**src/rtl/vote_argmax.sv**
```systemverilog
// Sequential argmax over per-class vote counts, one class per clock, with a valid/ready result port.
// Optional VOTE_MARGIN_EN adds a runner-up register and the low_conf flag.
module vote_argmax #(
  parameter int bitlength  = 12,
  parameter int output_dim = 10,
  parameter int idx_width  = 4,
  parameter int margin_min = 5
) (
  input  logic                             clock,
  input  logic                             reset,
  input  logic                             vote_finish,
  input  logic [output_dim*bitlength-1:0]  VoteData,
  input  logic                             result_ready,
  output logic                             result_valid,
  output logic [idx_width-1:0]             result_class,
  output logic [bitlength-1:0]             result_count,
  output logic                             no_votes,
  output logic                             busy,
  output logic                             low_conf
);

  if (((2 ** idx_width) < output_dim) || (margin_min < 0)) begin : g_cfg_check
    $error("vote_argmax: idx_width too narrow for output_dim, or negative margin_min");
  end

  typedef enum logic [1:0] {IDLE, SCAN, LATCH, DONE} state_t;

  localparam logic [idx_width-1:0] LAST = idx_width'(output_dim - 1);

  state_t                          state, state_next;
  logic                            finish_q;
  logic                            pending;
  logic [output_dim*bitlength-1:0] snapshot;
  logic [idx_width-1:0]            idx;
  logic [idx_width-1:0]            best_idx;
  logic [bitlength-1:0]            best_cnt;
  logic [bitlength-1:0]            cur;
  logic                            start_evt;
  logic                            capture;

  assign start_evt = vote_finish & ~finish_q;
  assign capture   = (state == IDLE) && (start_evt || pending);
  assign busy      = (state != IDLE);

  always_comb begin
    cur = '0;
    for (int unsigned i = 0; i < output_dim; i++) begin
      if (idx == idx_width'(i)) cur = snapshot[i*bitlength +: bitlength];
    end
  end

  always_ff @(posedge clock or negedge reset) begin
    if (!reset) state <= IDLE;
    else        state <= state_next;
  end

  // LATCH spends one cycle moving the final best into the output registers,
  // which yields output_dim+1 edges from start to result_valid.
  always_comb begin
    state_next = state;
    case (state)
      IDLE:    if (start_evt || pending) state_next = SCAN;
      SCAN:    if (idx == LAST) state_next = LATCH;
      LATCH:   state_next = DONE;
      DONE:    if (result_valid && result_ready) state_next = IDLE;
      default: state_next = IDLE;
    endcase
  end

`ifdef VOTE_MARGIN_EN
  localparam logic [bitlength-1:0] MARGIN = bitlength'(margin_min);
  logic [bitlength-1:0] second_cnt;
`endif

  always_ff @(posedge clock or negedge reset) begin
    if (!reset) begin
      finish_q     <= 1'b0;
      pending      <= 1'b0;
      snapshot     <= '0;
      idx          <= '0;
      best_idx     <= '0;
      best_cnt     <= '0;
      result_valid <= 1'b0;
      result_class <= '0;
      result_count <= '0;
      no_votes     <= 1'b0;
`ifdef VOTE_MARGIN_EN
      second_cnt   <= '0;
      low_conf     <= 1'b0;
`endif
    end else begin
      finish_q <= vote_finish;

      // A finish edge while busy is remembered once; repeats collapse into it.
      if (start_evt && (state != IDLE)) pending <= 1'b1;
      else if (capture)                 pending <= 1'b0;

      if (capture) begin
        snapshot <= VoteData;
        idx      <= '0;
        best_idx <= '0;
        best_cnt <= '0;
`ifdef VOTE_MARGIN_EN
        second_cnt <= '0;
`endif
      end

      if (state == SCAN) begin
        idx <= idx + 1'b1;
        if (cur > best_cnt) begin
          best_cnt <= cur;
          best_idx <= idx;
`ifdef VOTE_MARGIN_EN
          second_cnt <= best_cnt;
`endif
        end
`ifdef VOTE_MARGIN_EN
        else if (cur > second_cnt) begin
          second_cnt <= cur;
        end
`endif
      end

      if (state == LATCH) begin
        result_valid <= 1'b1;
        result_class <= best_idx;
        result_count <= best_cnt;
        no_votes     <= (best_cnt == '0);
`ifdef VOTE_MARGIN_EN
        low_conf     <= ((best_cnt - second_cnt) < MARGIN);
`endif
      end

      if ((state == DONE) && result_valid && result_ready) result_valid <= 1'b0;
    end
  end

`ifndef VOTE_MARGIN_EN
  assign low_conf = 1'b0;
`endif

endmodule

```
**config.mk**
```make
export PLATFORM = sky130hd
export DESIGN_NAME = vote_argmax
export DESIGN_NICKNAME = d
export VERILOG_FILES = /design/src/rtl/vote_argmax.sv
export SDC_FILE = /design/constraint.sdc
export NUM_CORES = 1
export LEC_CHECK = 0
export ABC_AREA = 1
export BUFFER_PORTS_ARGS = -buffer_cell sky130_fd_sc_hd__clkbuf_2
export CAP_MARGIN = 20
export CORE_UTILIZATION = 51
export CTS_CLUSTER_SIZE = 16
export DETAILED_ROUTE_END_ITERATION = 8
export PLACE_DENSITY_LB_ADDON = 0.05
export RECOVER_POWER = 50
export SLEW_MARGIN = 20
export SYNTH_ARGS = -nofsm -noshare
export SYNTH_HDL_FRONTEND = slang
export SYNTH_SLANG_ARGS = --single-unit
```
**constraint.sdc**
```tcl
create_clock -name clock -period 2.8 [get_ports clock]
set_input_delay 0.14 -clock clock [delete_from_list [all_inputs] [get_ports clock]]
set_output_delay 0.14 -clock clock [all_outputs]
set_load 0.02 [all_outputs]
```
==> reports/qor.yml <==
sta:
  period_share_pct: 117
  layout_setup_ws_ns: -0.481
  timing.fmax_ghz: 0.305
  hold_viol_final: 0
  rsz0062_at_grt: "yes"
  final-setup-viol-count: 16
  final.setup.tns_ns: -7.49
  worst_pin_slew_ns: 1.21
  finalClockSkew_ns: 0.00852
  relSlewSlack_pct: 19.2
  period_minus_slack_ns: 3.28
  slew_violations: 0
yosys:
  synth_xor_area_share_pct: 0
  yosysTopAreaCell: "dfrtp_1"
  netlist_top_cells_area: "dfrtp_1 (51%), mux2_2 (17%), nand2_1 (9.5%), nand3_1 (5.0%), inv_1 (3.8%)"
  synth_compound_area_share_pct: 3.40
  synth.area.mux_share_pct: 16.7
  yosysTopAreaCellShare_pct: 50.5
  synth_edf_count: 0
  synth_cell_types: 36
  syn-num-nets: 980
  netlist_area_um2: 8020
  synth_seq_cells: 162
  syn_area_per_cell_um2: 9.61
  synth_top_family_by_area: "simple AND/OR/NAND/NOR gates"
  async_flop_share_pct: 100
  synth_fa_ha_area_share_pct: 3.27
  ys_warn_count: 0
  yosys_most_used_dff: "dfrtp_1"
  netlist_instances: 835
  yosysSeqAreaShare_pct: 50.5
  yosys.area_share.simple_pct: 19.5
route:
  vias: 7115
  drt_iter0_markers: 424
  wire_per_inst_um: 16.9
  postRouteAntennaNets: 0
  route.met2.wl_um: 11500
  via_per_inst: 5.15
  top_layer: "met4"
  drt-total-wl_um: 23400
  first_pass_iters: 5
  wl_met1_um: 10000
  drc: 0
  met3_length_um: 1320
placed_design:
  portBuffers: 142
  pre_cts_ws_ns: -0.503
  place_congestion: 0.916
  dpl.hpwl_um: 14400
critical_path:
  crit_type: "flip-flop to flip-flop"
  cp.arrival_ns: 3.65
  cp_max_fo: 10
  reg2regPathDepth: 24
  endpoint_kind: "flip-flop"
  cp.required_ns: 3.17
  start_kind: "flip-flop"
min_path:
  hp-class: "primary input to flip-flop"
  whs_path_depth: 4
clock_network:
  clock_sinks: 162
  cts_buffer_depth: 2
  clk_pin_slew_worst_paths_ns: 0.06
  cts_max_level: 4
  tritoncts: "built"
  worst_skew_pair.late_latency_ns: 0.43
  cts-root-buf: "clkbuf_16"
  numCtsBuffers: 17
floorplanning:
  num_io_pins: 144
  die_h_um: 127
  fp.dieW_um: 127
  row_count: 45
  initial_core_util_pct: 52.6
  core_area_um2: 15300
  dieArea_um2: 16200
finish:
  syn_to_final_growth_pct: 45.5
  fin_util_pct: 76.5
  nets: 1302
  drive_above_1_share_pct: 37.8
grt:
  grt_pass1_vias: 7035
  track_usage_pct: 29.6
  grt_pass1_wl_um: 36400
  antenna_found_initial: 1
  grt_max_degree: 76
  grt-ovfl-total: 0
power_and_ir_drop:
  vdd_ir_drop_max_mv: 0.490
  power-per-cell-area_nw_per_um2: 422
  p_leak_nw: 6.31
run_status:
  violations: "negative setup slack"
  outcome: "finished with violations"
job:
  drv_cap: 0
sequential cells by signal, indices dropped and copies added (netlist names):
register	count
idx	4
state	2
best_cnt	12
snapshot	120
result_class	4
result_valid	1
result_count	12
best_idx	4
finish_q	1
pending	1
no_votes	1
path summary, 6_finish.rpt:
kind,from,to,slack [ns]
worst min-delay path,result_ready,result_valid,0.01
min in group asynchronous,reset,snapshot[7],0.49
worst max-delay path,idx[0],best_cnt[3],-0.48
max in group asynchronous,reset,idx[1],0.47
worst min register to register,result_class[3],result_class[3],0.48
worst max register to register,idx[0],best_cnt[3],-0.48
synth_stat cells (all sizes together) (2+ instances only):
library cell  count
nand3            81
a21oi             8
nand2           207
mux2            119
ha               21
nor4              2
o21ai            34
nor3              3
nor2             40
nand4             4
or2              19
inv              89
buf              27
dfrtp           162
clkbuf            9
power by group:
group	internal (mW)	switching, mW	total [mW]
combinational	0.173	0.107	0.280
sequential	2.34	0.000150	2.34
clock	1.34	0.972	2.31
cell families after synthesis:
family                   Yosys count
AND/OR/NAND/NOR                  357
flip-flops                       162
buffers and inverters            126
multiplexers                     119
AO/OA/AOI/OAI                     49
adder cells (fa/ha/maj)           21
other                              1
per-stage QoR:
step	instance area, um^2	power, mW	instances	hold WS, ns
floorplan	8120	2.39	835	-0.156
global placement	9310	2.53	1201	0.102
detailed placement	9310	2.53	1201	0.108
CTS	11400	4.96	1369	0.00398
global route	11700	5.09	1382	0.0640
finish	11700	4.93	1382	0.0131
layout make-up:
class,instances,area [um^2]
clock buffer,20,447
timing repair buffer,333,2520
antenna,1,2.50
clock inverter,12,133
tap,211,264
timing repair inverter,3,18.8
inverter,90,360
sequential,162,4060
fill,1030,3580
multi-input combinational,550,3870
timing repair:
action	4_1_cts	5_1_grt
endpoints found under the setup margin	16	16
gates cloned	6	2
resized for setup	59	37
endpoints found under the hold margin	169	0
buffers inserted	8	10
hold buffers	122	0
pin swaps	22	29
placed cells by master (no fill, tap or decap), types with 6 or more instances in the layout:
cell	n
nand2_4	6
dfrtp_1	161
dlygate4sd3_1	122
ha_1	11
buf_4	55
inv_1	70
o21ai_0	20
buf_6	6
nand2_2	16
or2_1	12
a21oi_1	8
nand3_1	58
nand3_2	18
clkbuf_1	21
clkbuf_16	18
nand2_1	185
o21ai_1	11
inv_2	14
nor2_1	34
clkbuf_2	124
mux2_2	119
ha_4	10
per-layer routing:
| metal | up-vias | GRT usage, % |
|---|---|---|
| met3 | 45 | 6.37 |
| met5 | - | 0 |
| met2 | 250 | 47.9 |
| met4 | 0 | 9.87 |
| li1 | 3360 | - |
| met1 | 3460 | 39.6 |
critical path: stages, from the launching register on:
cell and delay [ns]:
dfrtp_1 0.43, inv_2 0.14, ha_4 0.22, inv_4 0.04, nor2_4 0.18, inv_2 0.11, buf_4 0.19, nand2_1 0.09
inv_1 0.05, nand2_1 0.07, nand3_1 0.08, nand3_1 0.12, nand2_1 0.08, inv_1 0.07, ha_1 0.24, inv_1 0.10
nor2_1 0.06, o211ai_1 0.15, nand2_1 0.07, a21oi_1 0.17, o21ai_2 0.10, nand2_4 0.15, buf_6 0.15, nand3_1 0.07
nand2_1 0.08
Note: power is estimated with default switching activity, not from simulation.
